--- config.mk ---
export PLATFORM = sky130hd
export DESIGN_NAME = my_not_flat
export DESIGN_NICKNAME = d
export VERILOG_FILES = /design/src/rtl/my_not_if.sv /design/src/rtl/my_not.sv /design/src/flat_wrapper.sv
export SDC_FILE = /design/constraint.sdc
export NUM_CORES = 1
export LEC_CHECK = 0
export ABC_AREA = 1
export BUFFER_PORTS_ARGS = -buffer_cell sky130_fd_sc_hd__buf_4
export CAP_MARGIN = 10
export CORE_MARGIN = 5
export CORE_UTILIZATION = 44
export CTS_CLUSTER_DIAMETER = 50
export CTS_CLUSTER_SIZE = 8
export DETAILED_ROUTE_END_ITERATION = 8
export PLACE_DENSITY = 0.75
export SLEW_MARGIN = 40
export SYNTH_ARGS = -nofsm -noshare
export SYNTH_HDL_FRONTEND = slang
export SYNTH_SLANG_ARGS = --single-unit
export TNS_END_PERCENT = 10
--- constraint.sdc ---
create_clock -name clk -period 1.4 [get_ports clk]
set_clock_uncertainty 0.2 [all_clocks]
set_input_delay 0.14 -clock clk [delete_from_list [all_inputs] [get_ports clk]]
set_output_delay 0.14 -clock clk [all_outputs]
set_load 0.1 [all_outputs]
--- src/rtl/my_not_if.sv ---
// my_not_if: bundles the data and status signals of the my_not inverter cell.
//   in1         - data word to invert (driven by the producer)
//   in_valid    - qualifies in1 for capture into the registered pipeline
//   out         - combinational inverse of in1
//   out_q       - registered inverse of in1, delayed by the pipeline depth
//   out_q_valid - out_q holds a newly delivered word this cycle
//   toggle_cnt  - saturating count of delivered words that changed out_q
// The master modport is the producer/consumer side, the slave modport the cell.
interface my_not_if #(
  parameter int WIDTH = 1,
  parameter int CNT_W = 8
);
  logic [WIDTH-1:0] in1;
  logic             in_valid;
  logic [WIDTH-1:0] out;
  logic [WIDTH-1:0] out_q;
  logic             out_q_valid;
  logic [CNT_W-1:0] toggle_cnt;

  modport master (
    output in1,
    output in_valid,
    input  out,
    input  out_q,
    input  out_q_valid,
    input  toggle_cnt
  );

  modport slave (
    input  in1,
    input  in_valid,
    output out,
    output out_q,
    output out_q_valid,
    output toggle_cnt
  );
endinterface

--- src/rtl/my_not.sv ---
// my_not: bitwise inverter with a combinational output and a registered copy.
//   clk   - rising-edge clock, used by the registered path only
//   rst_n - asynchronous active-low reset, registered path only
//   bus   - my_not_if slave: in1/in_valid in; out, out_q, out_q_valid,
//           toggle_cnt out
// out = ~in1 with no register in the path. The registered path is a STAGES-deep
// pipeline of ~in1 with a valid bit per stage; data in a stage only moves when
// the stage feeding it is valid, so out_q holds its last delivered word. The
// toggle counter counts deliveries to the last stage that change out_q and
// saturates at all-ones.
module my_not #(
  parameter int WIDTH  = 1,  // 1..64
  parameter int STAGES = 1,  // 1..4
  parameter int CNT_W  = 8
) (
  input logic     clk,
  input logic     rst_n,
  my_not_if.slave bus
);

  localparam logic [CNT_W-1:0] CNT_MAX = '1;

  logic [STAGES-1:0]             valid_q, valid_d;
  logic [STAGES-1:0][WIDTH-1:0]  data_q, data_d;
  // What each stage would load this edge: stage 0 sees the input, stage k
  // sees stage k-1.
  logic [STAGES-1:0]             up_valid;
  logic [STAGES-1:0][WIDTH-1:0]  up_data;
  logic [CNT_W-1:0]              cnt_q, cnt_d;

  // Primary function: pure combinational inversion, independent of clk/rst_n.
  assign bus.out = ~bus.in1;

  always_comb begin
    // NOTE: every combinational output gets a default first so no path can
    // leave it unassigned and infer a latch.
    up_valid = '0;
    up_data  = '0;
    up_valid[0] = bus.in_valid;
    up_data[0]  = ~bus.in1;
    for (int k = 1; k < STAGES; k++) begin
      up_valid[k] = valid_q[k-1];
      up_data[k]  = data_q[k-1];
    end

    // Valid bits advance every edge; data only moves behind a valid bit.
    valid_d = up_valid;
    data_d  = data_q;
    for (int k = 0; k < STAGES; k++) begin
      if (up_valid[k]) data_d[k] = up_data[k];
    end

    // Count a delivery into the last stage only if it changes out_q.
    cnt_d = cnt_q;
    if (up_valid[STAGES-1] && (up_data[STAGES-1] != data_q[STAGES-1]) &&
        (cnt_q != CNT_MAX)) begin
      cnt_d = cnt_q + 1'b1;
    end
  end

  always_ff @(posedge clk or negedge rst_n) begin
    if (!rst_n) begin
      // NOTE: the data stages are reset too, not just the valid bits, because
      // out_q must read 0 during reset and the first delivered word is
      // compared against that 0 by the toggle counter.
      valid_q <= '0;
      data_q  <= '0;
      cnt_q   <= '0;
    end else begin
      // NOTE: non-blocking assignments so every stage samples the pre-edge
      // value of its upstream neighbour regardless of statement order.
      valid_q <= valid_d;
      data_q  <= data_d;
      cnt_q   <= cnt_d;
    end
  end

  assign bus.out_q       = data_q[STAGES-1];
  assign bus.out_q_valid = valid_q[STAGES-1];
  assign bus.toggle_cnt  = cnt_q;

endmodule

--- src/flat_wrapper.sv ---
// flat-port wrapper written by rule: the top's interface ports become plain ports
module my_not_flat 
#(
  parameter int WIDTH  = 1,          
  parameter int STAGES = 1,         
  parameter int CNT_W  = 8
)
  (clk, rst_n, bus_in1, bus_in_valid, bus_out, bus_out_q, bus_out_q_valid, bus_toggle_cnt);
  my_not_if #(.WIDTH(WIDTH), .CNT_W(CNT_W)) bus_i ();
  input logic clk;
  input logic rst_n;
  input wire logic [$bits(bus_i.in1)-1:0] bus_in1;
  input wire logic [$bits(bus_i.in_valid)-1:0] bus_in_valid;
  output wire logic [$bits(bus_i.out)-1:0] bus_out;
  output wire logic [$bits(bus_i.out_q)-1:0] bus_out_q;
  output wire logic [$bits(bus_i.out_q_valid)-1:0] bus_out_q_valid;
  output wire logic [$bits(bus_i.toggle_cnt)-1:0] bus_toggle_cnt;
  assign bus_i.in1 = bus_in1;
  assign bus_i.in_valid = bus_in_valid;
  assign bus_out = bus_i.out;
  assign bus_out_q = bus_i.out_q;
  assign bus_out_q_valid = bus_i.out_q_valid;
  assign bus_toggle_cnt = bus_i.toggle_cnt;
  my_not #(.WIDTH(WIDTH), .STAGES(STAGES), .CNT_W(CNT_W)) u_core (.clk(clk), .rst_n(rst_n), .bus(bus_i));
endmodule
## Word level (Yosys, flattened, before mapping)

Index checks and enable logic that the tools add are counted.

- Register bits after elaboration: 10
- Output and inout bits: 11
- Logic and storage cells: 9
- Bits of input ports: 4

- Reductions and logical operators: 2
- $add $sub $neg: 1
- Bitwise operators: 1
- Equality and inequality tests: 2

Operators with widths:

| operator | count |
|---|---|
| adder 8 x 1 -> 8 bit, second input constant | 1 |
| inequality test 8 bit, second input constant | 1 |
| logical AND 1 bit | 2 |
| inequality test 1 bit | 1 |
| NOT 1 bit | 1 |

## Depth between registers and ports, before layout

- Depth in word-level cells: 4
- Gate-level depth with buffers: 7
- Depth with buffers taken out: 7

## Worst setup path after synthesis

Ideal clock, no wire load.

- Path type: flip-flop to flip-flop
- From: register u_core.cnt_q[1], in the netlist u_core.bus.toggle_cnt[1]
- To: register u_core.cnt_q[7], in the netlist u_core.bus.toggle_cnt[7]
- Arrival time: 1762 ps
- Clock period less this slack: 2082 ps
- Required time: 1080 ps
- Stages on the path, launching flop included: 7
- Buffers on the path: 0
- Slack: -682 ps
- Library setup time: 120 ps
- Path through: dfrtp_1 ha_1 nand3_1 nor2_1 nor2_2 nand2_1 nand2_1

- Cells in the longest elaborated chain, start to end: 2
- Elaborated cells between the ends (all ways): 3

RTL lines:

| element | line | source |
|---|---|---|
| from (decl) | my_not.sv:29 | `logic [CNT_W-1:0] cnt_q, cnt_d;` |
| from (signal assigned) | my_not.sv:74 | `cnt_q <= cnt_d;` |
| branches (longest 2 deep; another with adder 8 x 1 -> 8 bit) | -- |  |

Parallel ways; which one is timed is not known.
A chain may end at the register's enable or synchronous reset.

## Worst setup path in the final report

- From: register u_core.cnt_q[1], in the netlist u_core.bus.toggle_cnt[1]
- To: output bus_toggle_cnt[1]

RTL lines:

| element | line | source |
|---|---|---|
| to (decl) | flat_wrapper.sv:17 | `output wire logic [$bits(bus_i.toggle_cnt)-1:0] bus_toggle_cnt;` |

No word-level cell between the ends.

==> reports/qor.txt <==
Top-level port count -> 15
Via total after detailed routing -> 590
Global-route wire length before repair -> 2.62 mm
Critical path class -> reg -> out
Xor/xnor share of the synthesized area -> 4.58%
Number of vias per cell -> 4.88
Max_slew headroom -> 81.6%
Worst-margin pin slew -> 279 ps
Violations in the final reports -> negative setup slack
Count of buffers from port buffering -> 14
Cell Chain, Critical Path -> buf_6, buf_12
Detailed-route wire length -> 1.52 mm
Total power after layout -> 1.74 mW
Path type of the worst min-delay path -> in -> async
Global-route met1 utilization -> 20.6%
Sw Ratio -> 50.7%
CP bufs+invs -> 2
Synthesized area divided by synthesized cell count -> 7.18 sq um
Synth cell types -> 15
Setup violation total in the final timing report -> 1
Number of antenna violations at the first check in global routing -> 0
Number of cells on the worst reg-to-reg path -> 6
Synth warn -> 0
Post-Synth Simple-Gate Area -> 42.0%
Die Area -> 2130 sq um
Part of the cycle the worst path needs -> 100%
Maximum single-stage delay on the critical path -> 500 ps
Met2 global-route usage -> 29.4%
Element type at the critical path end -> output port
Adder-Cell Fraction of Synth Area -> 2.18%
Combinational Power Share -> 56.2%
CP Launch Point -> u_core.bus.toggle_cnt[1]
Layer carrying the most global-route usage -> met2
CTS tree -> built
Fraction of final layout cells with drive strength greater than 1 -> 45.3%
GP Congestion -> 0.759
Share of synthesized area spent on multiplexers -> 0%
Aggregate global routing overflow -> 0
Crit Reg-Reg Startpoint -> u_core.bus.toggle_cnt[1]
Antenna violation net count after detailed routing -> 0
Slowest stage cell, crit path -> sky130_fd_sc_hd__dfrtp_4
Fmax -> 713 MHz
Count of TritonRoute iterations in the first routing pass -> 4
Setup slack on the worst flop-to-flop path -> -3 ps
Number of clock buffers inserted by TritonCTS -> 3
CP arrival -> 1060 ps
Net load switching power -> 884 uW
Maximum level of the CTS H-tree -> 1
Area of the core -> 1270 sq um
Final worst setup slack -> -3.03 ps
Worst voltage drop across the vdd grid -> 0.00184 V
Worst path top cell family by delay -> flip-flops
Post-synthesis register bit count -> 10
Min Tclk post-route -> 1400 ps
# clock sinks -> 10
Fraction of the yosys area taken by sequential cells -> 43.6%
Setup repair bufs after CTS -> 0
Hold violation total from the final report -> 0
WHS -> 30.6 ps
GR Layer Usage met3 -> 3.91%
Setup Total Neg Slack -> -3.03 ps
HPWL after DPL -> 1.02 mm
Clock transition at the registers of the reported paths -> 70 ps
Antenna fix cells -> 0
Share of power burned in registers -> 28.7%
Data required time of the critical path -> 1060 ps
Effective utilization at floorplan -> 45.3%
Worst skew pair latency -> 260 ps
Number of slew-limit violations in the final report -> 0
Worst slack at placement -> -56.8 ps
CTS root buffer -> sky130_fd_sc_hd__clkbuf_4
Total routing resource utilization after global routing -> 17.4%
Leakage power summed over all cells -> 0.436 nW
Setup crit start kind -> flip-flop
Mapped Nets -> 85
DRC Markers -> 0
Int Power -> 859 uW
Max cap viols -> 0
Vias in the first global route -> 622
Maximum clock insertion buffer count -> 2
Share of the synthesized area in the top cell type -> 43.6%
Compound-cell area share of the yosys netlist -> 1.74%
Routed wire per std cell -> 12.6 um
Main combinational cell family by area after synthesis -> simple AND/OR/NAND/NOR gates
Power per cell area -> 1910 nW/um^2
P&R area growth vs syn -> 58.6%
Maximum number of pins on one net before global-route repair -> 11
CP max FO -> 4
Site row count -> 13
Die boundary height -> 46.1 um
Run status -> finished with violations
RSZ-0062 raised after global routing -> true
RR Endpoint -> u_core.bus.toggle_cnt[2]
Synth Instances -> 80
Top cells by area in the synthesized netlist -> sky130_fd_sc_hd__dfrtp_1 44%, sky130_fd_sc_hd__nand2_1 24%, sky130_fd_sc_hd__inv_1 5.2%, sky130_fd_sc_hd__nor2_1 5.2%, sky130_fd_sc_hd__nand3_1 3.5%
Die width -> 46.1 um
Area of the mapped netlist -> 574 sq um
Clock network fraction of design power -> 15.1%
1st-iter DRT viols -> 5
Cell type contributing the most total cell area after synthesis -> sky130_fd_sc_hd__dfrtp_1
Nets -> 112
cell usage after synthesis (all sizes together):
cell and instances:
nand2 38, nand4 1, dfrtp 10, xor2 1
o21ai 2, inv 9, xnor2 2, nor2 10
ha 1, nand3 6
power groups by stage:
| stage | Clock (mW) | Combinational [mW] | Sequential, mW |
|---|---|---|---|
| 2_1_floorplan | 0 | 0.176 | 0.956 |
| 5_1_grt | 0.288 | 1.03 | 0.511 |
| 4_1_cts | 0.267 | 0.958 | 0.492 |
| 6_report | 0.263 | 0.980 | 0.500 |
| 3_5_place_dp | 0 | 0.862 | 0.494 |
| 3_3_place_gp | 0 | 0.852 | 0.489 |
sequential cells by signal, indices dropped and copies added (netlist names):
name / count
u_core.bus.toggle_cnt: 8
u_core.bus.out_q_valid: 1
u_core.bus.out_q: 1
kinds of logic (layout without fill, tap and decap cells):
group / after synthesis / count (layout)
xor+xnor: 3 / 3
buf+inv: 9 / 35
fa+ha+maj: 1 / 1
compound gates: 2 / 2
simple gates: 55 / 55
flops: 10 / 10
worst max-delay path by stage:
stage          cells after the start                  endpoint
2_1_floorplan                      6  u_core.bus.toggle_cnt[7]
3_3_place_gp                       7  u_core.bus.toggle_cnt[0]
3_5_place_dp                       6  u_core.bus.toggle_cnt[2]
4_1_cts                            2         bus_toggle_cnt[1]
5_1_grt                            7  u_core.bus.toggle_cnt[7]
6_report                           2         bus_toggle_cnt[1]
worst register-to-register path, cell delays in order, from the launching register on:
cell	delay, ps
sky130_fd_sc_hd__dfrtp_4	500
sky130_fd_sc_hd__ha_4	180
sky130_fd_sc_hd__nand3_2	80
sky130_fd_sc_hd__nor2_2	50
sky130_fd_sc_hd__nor2_4	160
sky130_fd_sc_hd__nand2_1	100
sky130_fd_sc_hd__nand2_1	70
layout by cell type, fill, tap and decap left out, types with 3 or more instances in the layout:
| cell type | count |
|---|---|
| sky130_fd_sc_hd__nand2_1 | 31 |
| sky130_fd_sc_hd__dfrtp_2 | 3 |
| sky130_fd_sc_hd__dlygate4sd3_1 | 3 |
| sky130_fd_sc_hd__clkbuf_4 | 3 |
| sky130_fd_sc_hd__nand2_2 | 6 |
| sky130_fd_sc_hd__buf_6 | 4 |
| sky130_fd_sc_hd__nor2_1 | 7 |
| sky130_fd_sc_hd__dfrtp_4 | 6 |
| sky130_fd_sc_hd__inv_1 | 7 |
| sky130_fd_sc_hd__nand3_1 | 3 |
| sky130_fd_sc_hd__nand3_2 | 3 |
| sky130_fd_sc_hd__buf_4 | 13 |
stage by stage:
| step | cells | area [sq um] | util, % |
|---|---|---|---|
| floorplan | 80 | 618 | - |
| global placement | 114 | 779 | 61.4 |
| detailed placement | 114 | 779 | 61.4 |
| CTS | 121 | 891 | 70.2 |
| global route | 121 | 911 | 71.8 |
| finish | 121 | 911 | 71.8 |
cell type report:
class | instances | area (sq um)
sequential | 10 | 277
multi-input combinational | 61 | 333
clock buffer | 4 | 36.3
inverter | 9 | 33.8
fill | 99 | 358
tap | 15 | 18.8
timing repair buffer | 22 | 213
what timing repair did:
action	in CTS	in global routing
resized for setup	11	7
hold buffers	3	0
endpoints found under the setup margin	9	12
pin swaps	4	6
hold endpoints to repair	12	0
per-layer routing:
metal | wire [um] | share of wire, %
met1 | 641 | 42
met2 | 807 | 53
met3 | 56 | 3.7
met4 | 13 | 0.86
met5 | 0 | 0
Power figures use the tool's default switching activity.
